$ cat src/rtl/calc_cmd_sequencer.sv
// Command sequencer in front of the FSM calculator: buffers whole commands, serialises them
// onto iniciar/dados with the calculator's fixed timing, and returns results or timeouts.
module calc_cmd_sequencer #(
    parameter int WORD_WIDTH = 8,
    parameter int RES_WIDTH  = 8,
    parameter int CMD_DEPTH  = 2,
    parameter int TIMEOUT    = 8
) (
    input  logic                  clk,
    input  logic                  rst_n,
    input  logic                  cmd_valid,
    output logic                  cmd_ready,
    input  logic [3:0]            cmd_a,
    input  logic [3:0]            cmd_b,
    input  logic [2:0]            cmd_op,
    output logic                  iniciar,
    output logic [WORD_WIDTH-1:0] dados,
    input  logic                  pronto,
    input  logic [RES_WIDTH-1:0]  cal_result,
    output logic                  rsp_valid,
    input  logic                  rsp_ready,
    output logic [RES_WIDTH-1:0]  rsp_result,
    output logic                  rsp_timeout,
    output logic                  busy
);
    localparam int AW = $clog2(CMD_DEPTH);
    localparam int CW = $clog2(TIMEOUT) + 1;
    localparam int EW = 11;

    typedef enum logic [2:0] {
        S_IDLE      = 3'd0,
        S_START     = 3'd1,
        S_SEND_A    = 3'd2,
        S_SEND_B    = 3'd3,
        S_SEND_OP   = 3'd4,
        S_WAIT_DONE = 3'd5,
        S_RESP      = 3'd6
    } state_t;

    function automatic logic [WORD_WIDTH-1:0] zext4(input logic [3:0] v);
        logic [WORD_WIDTH-1:0] r;
        r      = '0;
        r[3:0] = v;
        return r;
    endfunction

    state_t                r_state;
    logic [EW-1:0]         r_mem [CMD_DEPTH];
    logic [AW:0]           r_wr_ptr;
    logic [AW:0]           r_rd_ptr;
    logic                  r_full;
    logic [3:0]            r_work_a;
    logic [3:0]            r_work_b;
    logic [2:0]            r_work_op;
    logic [CW-1:0]         r_cnt;
    logic                  r_iniciar;
    logic [WORD_WIDTH-1:0] r_dados;
    logic                  r_rsp_valid;
    logic [RES_WIDTH-1:0]  r_rsp_result;
    logic                  r_rsp_timeout;
    logic                  r_busy;

    logic                  w_push;
    logic                  w_pop;
    logic                  w_empty;
    logic [AW:0]           w_wr_nxt;
    logic [AW:0]           w_rd_nxt;
    logic                  w_full_nxt;
    logic [EW-1:0]         w_head;

    // cmd_ready comes only from the registered full flag, so a full FIFO never takes a push
    assign w_push     = cmd_valid & ~r_full;
    assign w_empty    = (r_wr_ptr == r_rd_ptr);
    assign w_pop      = (r_state == S_IDLE) & ~w_empty;
    assign w_wr_nxt   = r_wr_ptr + {{AW{1'b0}}, w_push};
    assign w_rd_nxt   = r_rd_ptr + {{AW{1'b0}}, w_pop};
    assign w_full_nxt = (w_wr_nxt[AW] != w_rd_nxt[AW]) &&
                        (w_wr_nxt[AW-1:0] == w_rd_nxt[AW-1:0]);
    assign w_head     = r_mem[r_rd_ptr[AW-1:0]];

    assign cmd_ready   = ~r_full;
    assign iniciar     = r_iniciar;
    assign dados       = r_dados;
    assign rsp_valid   = r_rsp_valid;
    assign rsp_result  = r_rsp_result;
    assign rsp_timeout = r_rsp_timeout;
    assign busy        = r_busy;

    // FIFO storage, written on every accepted push
    always_ff @(posedge clk) begin
        if (w_push) begin
            r_mem[r_wr_ptr[AW-1:0]] <= {cmd_a, cmd_b, cmd_op};
        end
    end

    // FIFO pointers and registered full flag
    always_ff @(posedge clk or negedge rst_n) begin
        if (!rst_n) begin
            r_wr_ptr <= '0;
            r_rd_ptr <= '0;
            r_full   <= 1'b0;
        end else begin
            r_wr_ptr <= w_wr_nxt;
            r_rd_ptr <= w_rd_nxt;
            r_full   <= w_full_nxt;
        end
    end

    // Sequencer FSM; every output is loaded together with the state it belongs to
    always_ff @(posedge clk or negedge rst_n) begin
        if (!rst_n) begin
            r_state       <= S_IDLE;
            r_work_a      <= 4'd0;
            r_work_b      <= 4'd0;
            r_work_op     <= 3'd0;
            r_cnt         <= '0;
            r_iniciar     <= 1'b0;
            r_dados       <= '0;
            r_rsp_valid   <= 1'b0;
            r_rsp_result  <= '0;
            r_rsp_timeout <= 1'b0;
            r_busy        <= 1'b0;
        end else begin
            case (r_state)
                S_IDLE: begin
                    if (w_pop) begin
                        {r_work_a, r_work_b, r_work_op} <= w_head;
                        r_iniciar <= 1'b1;
                        r_busy    <= 1'b1;
                        r_state   <= S_START;
                    end else begin
                        r_busy    <= 1'b0;
                    end
                end
                S_START: begin
                    r_iniciar <= 1'b0;
                    r_dados   <= zext4(r_work_a);
                    r_state   <= S_SEND_A;
                end
                S_SEND_A: begin
                    r_dados <= zext4(r_work_b);
                    r_state <= S_SEND_B;
                end
                S_SEND_B: begin
                    r_dados <= zext4({1'b0, r_work_op});
                    r_state <= S_SEND_OP;
                end
                S_SEND_OP: begin
                    r_dados <= '0;
                    r_cnt   <= '0;
                    r_state <= S_WAIT_DONE;
                end
                // pronto only matters here, so stale pulses in earlier states are ignored
                S_WAIT_DONE: begin
                    if (pronto) begin
                        r_rsp_result  <= cal_result;
                        r_rsp_timeout <= 1'b0;
                        r_rsp_valid   <= 1'b1;
                        r_state       <= S_RESP;
                    end else if (r_cnt == CW'(TIMEOUT - 1)) begin
                        r_rsp_result  <= '0;
                        r_rsp_timeout <= 1'b1;
                        r_rsp_valid   <= 1'b1;
                        r_state       <= S_RESP;
                    end else begin
                        r_cnt <= r_cnt + CW'(1);
                    end
                end
                S_RESP: begin
                    if (rsp_ready) begin
                        r_rsp_valid <= 1'b0;
                        r_busy      <= 1'b0;
                        r_state     <= S_IDLE;
                    end else begin
                        r_rsp_valid <= 1'b1;
                    end
                end
                default: begin
                    r_iniciar   <= 1'b0;
                    r_dados     <= '0;
                    r_rsp_valid <= 1'b0;
                    r_busy      <= 1'b0;
                    r_state     <= S_IDLE;
                end
            endcase
        end
    end
endmodule
$ cat config.mk
export PLATFORM = sky130hd
export DESIGN_NAME = calc_cmd_sequencer
export DESIGN_NICKNAME = d
export VERILOG_FILES = /design/src/rtl/calc_cmd_sequencer.sv
export SDC_FILE = /design/constraint.sdc
export NUM_CORES = 1
export LEC_CHECK = 0
export ABC_AREA = 1
export BUFFER_PORTS_ARGS = -buffer_cell sky130_fd_sc_hd__buf_2
export CAP_MARGIN = 20
export CORE_ASPECT_RATIO = 2
export CORE_MARGIN = 4
export CORE_UTILIZATION = 30
export DETAILED_ROUTE_END_ITERATION = 7
export GPL_TIMING_DRIVEN = 0
export PLACE_DENSITY = 0.58
export SLEW_MARGIN = 10
export SYNTH_ARGS = -nofsm -noshare
export SYNTH_HDL_FRONTEND = slang
export SYNTH_SLANG_ARGS = --single-unit
$ cat constraint.sdc
create_clock -name clk -period 2.85 [get_ports clk]
set_input_delay 0.4275 -clock clk [delete_from_list [all_inputs] [get_ports clk]]
set_output_delay 0.4275 -clock clk [all_outputs]
set_load 0.01 [all_outputs]
==> results.ini, run 1 <==
[timing]
grt_setup_unrepaired = false
report.final.slew_viol_count = 0
setup_tns_ns = 0
final-setup-viol-count = 0
skew_ns = 0.004646
min_period_over_period_pct = 70.38
maxSlewHeadroom_pct = 40.34
hold_slack_ns = 0.2303
hold_viol_final = 0
clock.fmax_ghz = 0.4985
min_period_ns = 2.006
tightest_slew_ns = 0.8949

[floorplanning]
initial_core_util_pct = 30.53
fp.dieW_um = 75.49
coreArea_um2 = 8951
die_h_um = 143.0
rows = 49
dieArea_um2 = 10790
ioPinCount = 45

[clock_tree]
clk_pin_slew_ns = 0.05
cts_max_path_buffers = 2
clock_sinks = 61
post-cts-setup-buffers = 0
cts_buffers = 9
htreeDepth = 3
tritoncts = yes
cts_root_buffer = clkbuf_16
ctsResizeCount = 0
ctsHoldBuffers = 0
insertion_delay_ns = 0.33

[route]
via_per_inst = 4.235
vias = 1927
postRouteAntennaNets = 0
wl_per_cell_um = 11.29
drtIter0Drc = 57
routed_wl_mm = 5.138
drcViolationCount = 0
first_pass_iters = 4

[global_route]
globalRouteOverflowTotal = 0
grt_pass1_wl_mm = 8.783
track_usage_pct = 11.01
antenna_found_initial = 0
grt_max_degree = 40
grt_pass1_vias = 1926

[logic_synthesis]
ys_ff_latch = 61
synth_cell_types = 29
yosysSeqAreaShare_pct = 59.89
syn_area_um2 = 2733
yosys_warnings = 0
syn_avg_cell_area_um2 = 9.295
synthCells = 294

[finish]
num-fill-cells = 919
utilization_pct = 37.57
syn_to_final_growth_pct = 23.08
drive_gt1_share_pct = 21.81
multi_input_area_um2 = 945.9
final_area_um2 = 3363
ff_latch_area_um2 = 1637
fin_nets = 379
n_antenna_cell = 0

[place]
port_buffers = 40
hpwl_mm = 3.932
dpl_cell_area_um2 = 3072
gp_congestion = 0.7644

[run]
maxCapViolCount = 0

[worst_setup_path]
cp_top_family = simple AND/OR/NAND/NOR gates
crit_chain = inv_2 -> nand2_1 -> nor2_1 -> nand2_2 -> inv_2 -> buf_6 -> ha_1 -> xor2_1 -> xnor2_1 -> nor2_1
critPathCaptureType = register
critPathBufInv = 3
required_ns = 3.06
crit_type = reg -> reg
critPathMaxStageDelay_ns = 0.46
cp.arrival_ns = 2.22
cp_max_fo = 10
slowest_stage = dfrtp_1
startpoint_type = register

[pwr]
finalPower_mw = 3.709
ir_drop_uv = 621.0
p_leak_nw = 1.716
power.density_nw_per_um2 = 1103

[hold_path]
hold_class = in -> async

[status]
outcome = finished, final reports clean

-- kinds of logic after synthesis --
| group | Yosys count | share of synthesized area [%] |
|---|---|---|
| flip-flops | 61 | 59.89 |
| adder cells (fa/ha/maj) | 7 | 3.205 |
| XOR/XNOR | 5 | 1.603 |
| AND/OR/NAND/NOR | 168 | 26.28 |
| buffers and inverters | 36 | 5.907 |
| AO/OA/AOI/OAI | 16 | 2.976 |
| other | 1 | 0.1372 |
-- worst reg2reg max path, delay by kind of cell, from the launching register on --
kind / cells / cell delay, ns
flip-flops: 1 / 0.46
adder cells (fa/ha/maj): 1 / 0.16
buffers and inverters: 3 / 0.38
AND/OR/NAND/NOR: 4 / 0.54
XOR/XNOR: 2 / 0.37
-- report_power, final --
part	internal [mW]	leakage (nW)	switching, mW	total [mW]
logic	0.471	0.879	0.777	1.25
registers	1.24	0.702	0.181	1.42
clock network	0.668	0.135	0.372	1.04
-- through the flow --
step	setup slack [ns]	cells
floorplan	1.177	297
global placement	0.8585	439
detailed placement	0.8727	439
CTS	0.8362	455
global route	0.7241	455
finish	0.8440	455
-- sequential cells by signal (all words and copies together), names as in the netlist --
name         count
r_mem           22
rsp_result       8
dados            4
r_cnt            4
r_work_a         4
r_work_b         4
r_state          3
r_work_op        3
r_rd_ptr         2
r_wr_ptr         2
busy             1
iniciar          1
r_full           1
rsp_timeout      1
rsp_valid        1
-- Yosys cell counts, drive strengths merged --
library cell / instances / share of area (%)
nand2: 134 / 19
dfrtp: 39 / 36
inv: 28 / 3.9
edfxtp: 22 / 24
nand3: 19 / 3.8
o21ai: 13 / 2.4
nor2: 11 / 2.5
ha: 7 / 3.2
buf: 6 / 1.7
xor2: 3 / 0.96
a21oi: 2 / 0.37
clkbuf: 2 / 0.27
nor3: 2 / 0.37
or2: 2 / 0.46
xnor2: 2 / 0.64
a31oi: 1 / 0.23
conb: 1 / 0.14
-- placed cells by master (no fill, tap or decap), drive strengths merged, types with 3 or more instances in the layout --
master    Yosys  routed
ha            7       7
clkinv        0       3
clkbuf        2      11
dfrtp        39      39
inv          28      28
buf           6      46
edfxtp       22      22
o21ai        13      13
clkinvlp      0       3
nand2       134     134
nand3        19      19
conb          1       4
nor2         11      11
xor2          3       3
-- layout make-up --
| type | count | share of cell area (%) |
|---|---|---|
| tap | 102 | 3.795 |
| clock buffer | 9 | 6.696 |
| timing repair buffer | 40 | 5.952 |
| multi-input combinational | 200 | 28.12 |
| inverter | 28 | 3.199 |
| buffer | 8 | 1.600 |
| clock inverter | 7 | 1.972 |
| sequential | 61 | 48.66 |
-- worst paths after layout --
check / to / from / depth (start not counted) / slack (ns)
setup / recovery: r_full / r_state[1] / 10 / 0.84
hold reg to reg: r_work_a[0] / r_work_a[0] / 2 / 0.47
min in group clk: r_mem[1][10] / cmd_a[3] / 1 / 0.29
max in group asynchronous: rsp_result[7] / rst_n / 1 / 2.06
hold / removal: r_work_a[2] / rst_n / 1 / 0.23
setup reg to reg: r_full / r_state[1] / 10 / 0.84
-- per-layer routing --
layer  wire length (um)  up-vias  GRT usage, %
li1                   -     1027             -
met1               1788      849         9.833
met2               2958       43         20.52
met3                273        8         3.242
met4                118        0         6.359
met5                  0        -             0
(Power assumes the default switching activity.)
==> run 2: changes to the inputs <==
clock period = 1.9 ns   (was 2.85 ns; I/O delays follow)
==> results.ini, run 2 (same netlist as run 1, synthesis figures left out) <==
[timing]
maxSlewHeadroom_pct = 40.25  ; was 40.34%
skew_ns = 0.005229  ; was 0.004646 ns
min_period_ns = 1.789  ; was 2.006 ns
report.final.slew_viol_count = 0  ; unchanged
tightest_slew_ns = 0.8962  ; was 0.8949 ns
clock.fmax_ghz = 0.5589  ; was 0.4985 GHz
final-setup-viol-count = 0  ; unchanged
min_period_over_period_pct = 94.17  ; was 70.38%
hold_viol_final = 0  ; unchanged

[finish]
num-fill-cells = 918  ; was 919
fin_nets = 380  ; was 379
final_cell_mix = nand2_1, buf_2, dfrtp_1, inv_1, edfxtp_1  ; unchanged
drive_gt1_share_pct = 23.16  ; was 21.81%
n_antenna_cell = 0  ; unchanged
layout_commonest_cell = nand2_1  ; unchanged
largest_reg_flops = 22  ; unchanged
final_area_um2 = 3390  ; was 3363 um2
syn_to_final_growth_pct = 24.04  ; was 23.08%

[worst_setup_path]
crit_type = reg -> reg  ; unchanged
critPathBufInv = 3  ; unchanged
slowest_stage = dfrtp_1  ; unchanged
cp_top_family = flip-flops  ; was simple AND/OR/NAND/NOR gates
reg2reg_setup_slack_ns = 0.11  ; was 0.84 ns
startpoint_type = register  ; unchanged
critPathMaxStageDelay_ns = 0.44  ; was 0.46 ns
cp_max_fo = 10  ; unchanged
critPathCaptureType = register  ; unchanged
cp.arrival_ns = 2.00  ; was 2.22 ns
required_ns = 2.11  ; was 3.06 ns
crit_chain = inv_2 -> nand2_1 -> nor2_4 -> nand2_2 -> inv_2 -> buf_6 -> ha_2 -> xor2_2 -> xnor2_1 -> nor2_1  ; was inv_2 -> nand2_1 -> nor2_1 -> nand2_2 -> inv_2 -> buf_6 -> ha_1 -> xor2_1 -> xnor2_1 -> nor2_1
r2r_start = r_state[0]  ; was r_state[1]
reg2reg_to = r_full  ; unchanged
cpMostUsedCell = inv_2
ff2ff_path_depth = 10  ; unchanged

[floorplanning]
rows = 49  ; unchanged
fp.dieW_um = 75.49  ; unchanged
initial_core_util_pct = 30.53  ; unchanged
die_h_um = 143.0  ; unchanged
dieArea_um2 = 10790  ; unchanged
coreArea_um2 = 8951  ; unchanged
ioPinCount = 45  ; unchanged

[pwr]
power.density_nw_per_um2 = 1658  ; was 1103 nW/um2
finalPower_mw = 5.618  ; was 3.709 mW
clkPwrFrac_pct = 27.8  ; was 28.1%
p_leak_nw = 1.719  ; was 1.716 nW
ir_drop_uv = 931.7  ; was 621.0 uV
cellInternalPower_mw = 3.600  ; was 2.379 mW
share_comb_of_total_power_pct = 34.3  ; was 33.7%
power_frac_seq_pct = 37.9  ; was 38.3%
swShare_pct = 35.92  ; was 35.86%
p_switching_mw = 2.018  ; was 1.330 mW

[route]
wl_per_cell_um = 11.32  ; was 11.29 um
first_pass_iters = 4  ; unchanged
postRouteAntennaNets = 0  ; unchanged
vias = 1935  ; was 1927
via_per_inst = 4.243  ; was 4.235
drcViolationCount = 0  ; unchanged
routed_wl_mm = 5.162  ; was 5.138 mm
drtIter0Drc = 71  ; was 57

[clock_tree]
ctsHoldBuffers = 0  ; unchanged
clk_pin_slew_ns = 0.05  ; about the same
cts_root_buffer = clkbuf_16  ; unchanged
htreeDepth = 3  ; unchanged
cts_max_path_buffers = 2  ; unchanged
clock_sinks = 61  ; unchanged
cts_buffers = 9  ; unchanged
tritoncts = yes  ; unchanged
insertion_delay_ns = 0.33  ; about the same

[global_route]
grt_pass1_vias = 1926  ; unchanged
globalRouteOverflowTotal = 0  ; unchanged
grt_pass1_wl_mm = 8.783  ; unchanged
antenna_found_initial = 0  ; unchanged
grt_max_degree = 40  ; unchanged
track_usage_pct = 11.01  ; unchanged

[place]
port_buffers = 40  ; unchanged
gp_congestion = 0.7644  ; unchanged
hpwl_mm = 3.932  ; unchanged
dpl_cell_area_um2 = 3072  ; unchanged

[status]
outcome = finished, final reports clean  ; unchanged

[run]
maxCapViolCount = 0  ; unchanged

[hold_path]
hold_class = in -> async  ; unchanged

[run 2: changes by cell type in the layout (fill, tap and decap cells not counted)]
cell     before  now
dfrtp_2       0    1
nor2_1        8    7
buf_4         4    5
xor2_2        0    1
nor2_4        1    2
ha_1          7    6
dfrtp_1      39   38
ha_2          0    1
xor2_1        3    2
[run 2: cell type report]
type,count,area [um2],share of cell area [%]
flip-flops and latches,61,1638,48.32
clock inverters,7,66.31,1.956
clock buffers,9,225.2,6.645
multi-input cells,200,963.4,28.42
plain buffers,8,53.80,1.587
inverters,28,107.6,3.175
repair buffers,41,207.7,6.128
well taps,102,127.6,3.765
[run 2: layer usage]
metal / up-vias / track usage [%] / part of all wire, %
li1: 1030 / - / -
met1: 859 / 9.833 / 35
met2: 38 / 20.52 / 58
met3: 8 / 3.242 / 5.5
met4: 0 / 6.359 / 2.3
met5: - / 0 / 0
[run 2: worst max path at each step]
stage	from	to	slack [ns]	cells past startpoint
global placement	r_state[1]	r_full	-0.09	10
floorplan	r_state[1]	r_full	0.23	10
finish	r_state[0]	r_full	0.11	10
CTS	r_state[1]	r_full	0.02	10
detailed placement	r_state[1]	r_full	-0.08	10
global route	r_state[0]	r_full	-0.0004	10
[run 2: metrics by stage]
step | TNS [ns] | hold WS, ns | setup slack, ns | instances | utilization [%]
floorplan | 0 | -0.01059 | 0.2272 | 297 | -
global placement | -0.09148 | 0.4556 | -0.09148 | 439 | 34.32
detailed placement | -0.07732 | 0.4652 | -0.07732 | 439 | 34.32
CTS | 0 | 0.1157 | 0.01948 | 455 | 37.66
global route | -0.0003770 | 0.1306 | -0.0003770 | 456 | 37.87
finish | 0 | 0.08723 | 0.1108 | 456 | 37.87
[run 2: repair_timing]
item	CTS	global route
gates resized for setup	2	3
pin swaps	0	0
setup buffers	0	1
setup endpoints to repair	1	1
[run 2: power by group through the flow]
stage,logic (mW),registers [mW],clock network (mW)
floorplan,1.32,2.17,0
global placement,1.88,2.15,0
detailed placement,1.91,2.16,0
CTS,1.94,2.14,1.61
global route,2.25,2.19,1.68
finish,1.93,2.13,1.56
==> run 3: changes to the inputs <==
CORE_MARGIN = 1   (was 4)
==> results.ini, run 3 (same netlist as run 1, synthesis figures left out) <==
[finish]
largest_reg_flops = 22  ; unchanged
fin_nets = 382  ; was 380
multi_input_area_um2 = 965.9  ; was 963.4 um2
num-fill-cells = 883  ; was 918
syn_to_final_growth_pct = 25.69  ; was 24.04%
final_area_um2 = 3435  ; was 3390 um2
ff_latch_area_um2 = 1639  ; was 1638 um2
n_antenna_cell = 0  ; unchanged
layout_commonest_cell = nand2_1  ; unchanged
final_cell_mix = nand2_1, buf_2, dfrtp_1, inv_1, edfxtp_1  ; unchanged
drive_gt1_share_pct = 24.16  ; was 23.16%

[clock_tree]
cts_root_buffer = clkbuf_16  ; unchanged
tritoncts = yes  ; unchanged
clk_pin_slew_ns = 0.05  ; about the same
cts_buffers = 9  ; unchanged
ctsHoldBuffers = 0  ; unchanged
htreeDepth = 3  ; unchanged
clock_sinks = 61  ; unchanged
insertion_delay_ns = 0.33  ; about the same
cts_max_path_buffers = 2  ; unchanged

[global_route]
grt_max_degree = 40  ; unchanged
grt_pass1_vias = 2039  ; was 1926
antenna_found_initial = 0  ; unchanged
track_usage_pct = 12.11  ; was 11.01%
globalRouteOverflowTotal = 0  ; unchanged
grt_pass1_wl_mm = 8.756  ; was 8.783 mm

[route]
vias = 2017  ; was 1935
postRouteAntennaNets = 0  ; unchanged
routed_wl_mm = 5.099  ; was 5.162 mm
wl_per_cell_um = 11.18  ; was 11.32 um
first_pass_iters = 4  ; unchanged
drtIter0Drc = 70  ; was 71
via_per_inst = 4.423  ; was 4.243
drcViolationCount = 0  ; unchanged

[worst_setup_path]
r2r_start = r_state[0]  ; unchanged
critPathCaptureType = register  ; unchanged
crit_type = reg -> reg  ; unchanged
startpoint_type = register  ; unchanged
required_ns = 2.11  ; about the same
reg2reg_to = r_full  ; unchanged
reg2reg_setup_slack_ns = 0.13  ; was 0.11 ns
ff2ff_path_depth = 10  ; unchanged
cp_max_fo = 10  ; unchanged
cp.arrival_ns = 1.98  ; was 2.00 ns

[timing]
min_period_over_period_pct = 93.29  ; was 94.17%
min_period_ns = 1.772  ; was 1.789 ns
report.final.slew_viol_count = 0  ; unchanged
tightest_slew_ns = 0.8650  ; was 0.8962 ns
hold_viol_final = 0  ; unchanged
hold_slack_ns = 0.07384  ; was 0.08723 ns
maxSlewHeadroom_pct = 42.33  ; was 40.25%
final-setup-viol-count = 0  ; unchanged
clock.fmax_ghz = 0.5642  ; was 0.5589 GHz
setup_tns_ns = 0  ; unchanged
skew_ns = 0.008663  ; was 0.005229 ns

[floorplanning]
initial_core_util_pct = 31.38  ; was 30.53%
die_h_um = 137.0  ; was 143.0 um
dieArea_um2 = 9517  ; was 10790 um2
rows = 48  ; was 49
ioPinCount = 45  ; unchanged
fp.dieW_um = 69.49  ; was 75.49 um
coreArea_um2 = 8708  ; was 8951 um2

[place]
hpwl_mm = 3.711  ; was 3.932 mm
port_buffers = 40  ; unchanged
dpl_cell_area_um2 = 3069  ; was 3072 um2
gp_congestion = 0.8798  ; was 0.7644

[run]
maxCapViolCount = 0  ; unchanged

[pwr]
p_leak_nw = 1.742  ; was 1.719 nW
finalPower_mw = 5.815  ; was 5.618 mW
power.density_nw_per_um2 = 1693  ; was 1658 nW/um2
ir_drop_uv = 598.6  ; was 931.7 uV

[status]
outcome = finished, final reports clean  ; unchanged

[hold_path]
hold_class = in -> async  ; unchanged

[run 3: cell count changes in the layout (fill, tap and decap cells not counted), sizes merged]
cell / previous run / this run
clkbuf: 11 / 12
buf: 47 / 49
clkinvlp: 3 / 2
clkinv: 3 / 2
bufinv: 1 / 2
[run 3: how the worst max path moves through the flow]
| stage | cells after the start | from | slack (ns) | endpoint |
|---|---|---|---|---|
| 2_1_floorplan | 10 | r_state[1] | 0.23 | r_full |
| 3_3_place_gp | 10 | r_state[1] | -0.05 | r_full |
| 3_5_place_dp | 10 | r_state[1] | -0.07 | r_full |
| 4_1_cts | 10 | r_state[1] | 0.01 | r_full |
| 5_1_grt | 10 | r_state[0] | -0.007 | r_full |
| 6_report | 10 | r_state[0] | 0.13 | r_full |
[run 3: final cells by class]
cell class | instances | share of cell area, %
buffer | 8 | 1.566
clock buffer | 10 | 6.667
clock inverter | 6 | 2.587
inverter | 28 | 3.206
multi-input combinational | 200 | 28.12
sequential | 61 | 47.72
tap | 100 | 3.643
timing repair buffer | 43 | 6.485
[run 3: critical path: stages, from the launching register on]
cell	delay [ns]
dfrtp_2	0.44
inv_2	0.10
nand2_2	0.08
nor2_4	0.15
nand2_2	0.10
inv_2	0.08
buf_6	0.13
ha_2	0.19
xor2_2	0.18
xnor2_1	0.14
nor2_1	0.06
[run 3: timing repair]
item                                    CTS  global route
endpoints found under the setup margin    1             1
pin swaps                                 0             1
setup buffers                             0             3
gates resized for setup                   2             6
[run 3: power by group]
| group | internal (mW) | leakage (nW) | total [mW] | switching [mW] |
|---|---|---|---|---|
| clock | 1.15 | 0.149 | 1.71 | 0.563 |
| sequential | 1.86 | 0.699 | 2.13 | 0.268 |
| combinational | 0.768 | 0.893 | 1.98 | 1.21 |
| total | 3.78 | 1.74 | 5.81 | 2.04 |
[run 3: layer usage]
| metal | GRT usage (%) | routed length, um | up-vias |
|---|---|---|---|
| met5 | 0 | 0 | - |
| met4 | 7.029 | 159 | 0 |
| met3 | 5.007 | 245 | 13 |
| met2 | 22.49 | 2826 | 47 |
| met1 | 10.71 | 1868 | 927 |
| li1 | - | - | 1030 |
[run 3: stage by stage]
step           util [%]  cells  worst slack [ns]
2_1_floorplan         -    297            0.2272
4_1_cts           39.01    453          0.009936
6_report          39.44    456            0.1275
5_1_grt           39.44    456         -0.007358
3_3_place_gp      35.24    437          -0.05428
3_5_place_dp      35.24    437          -0.06966
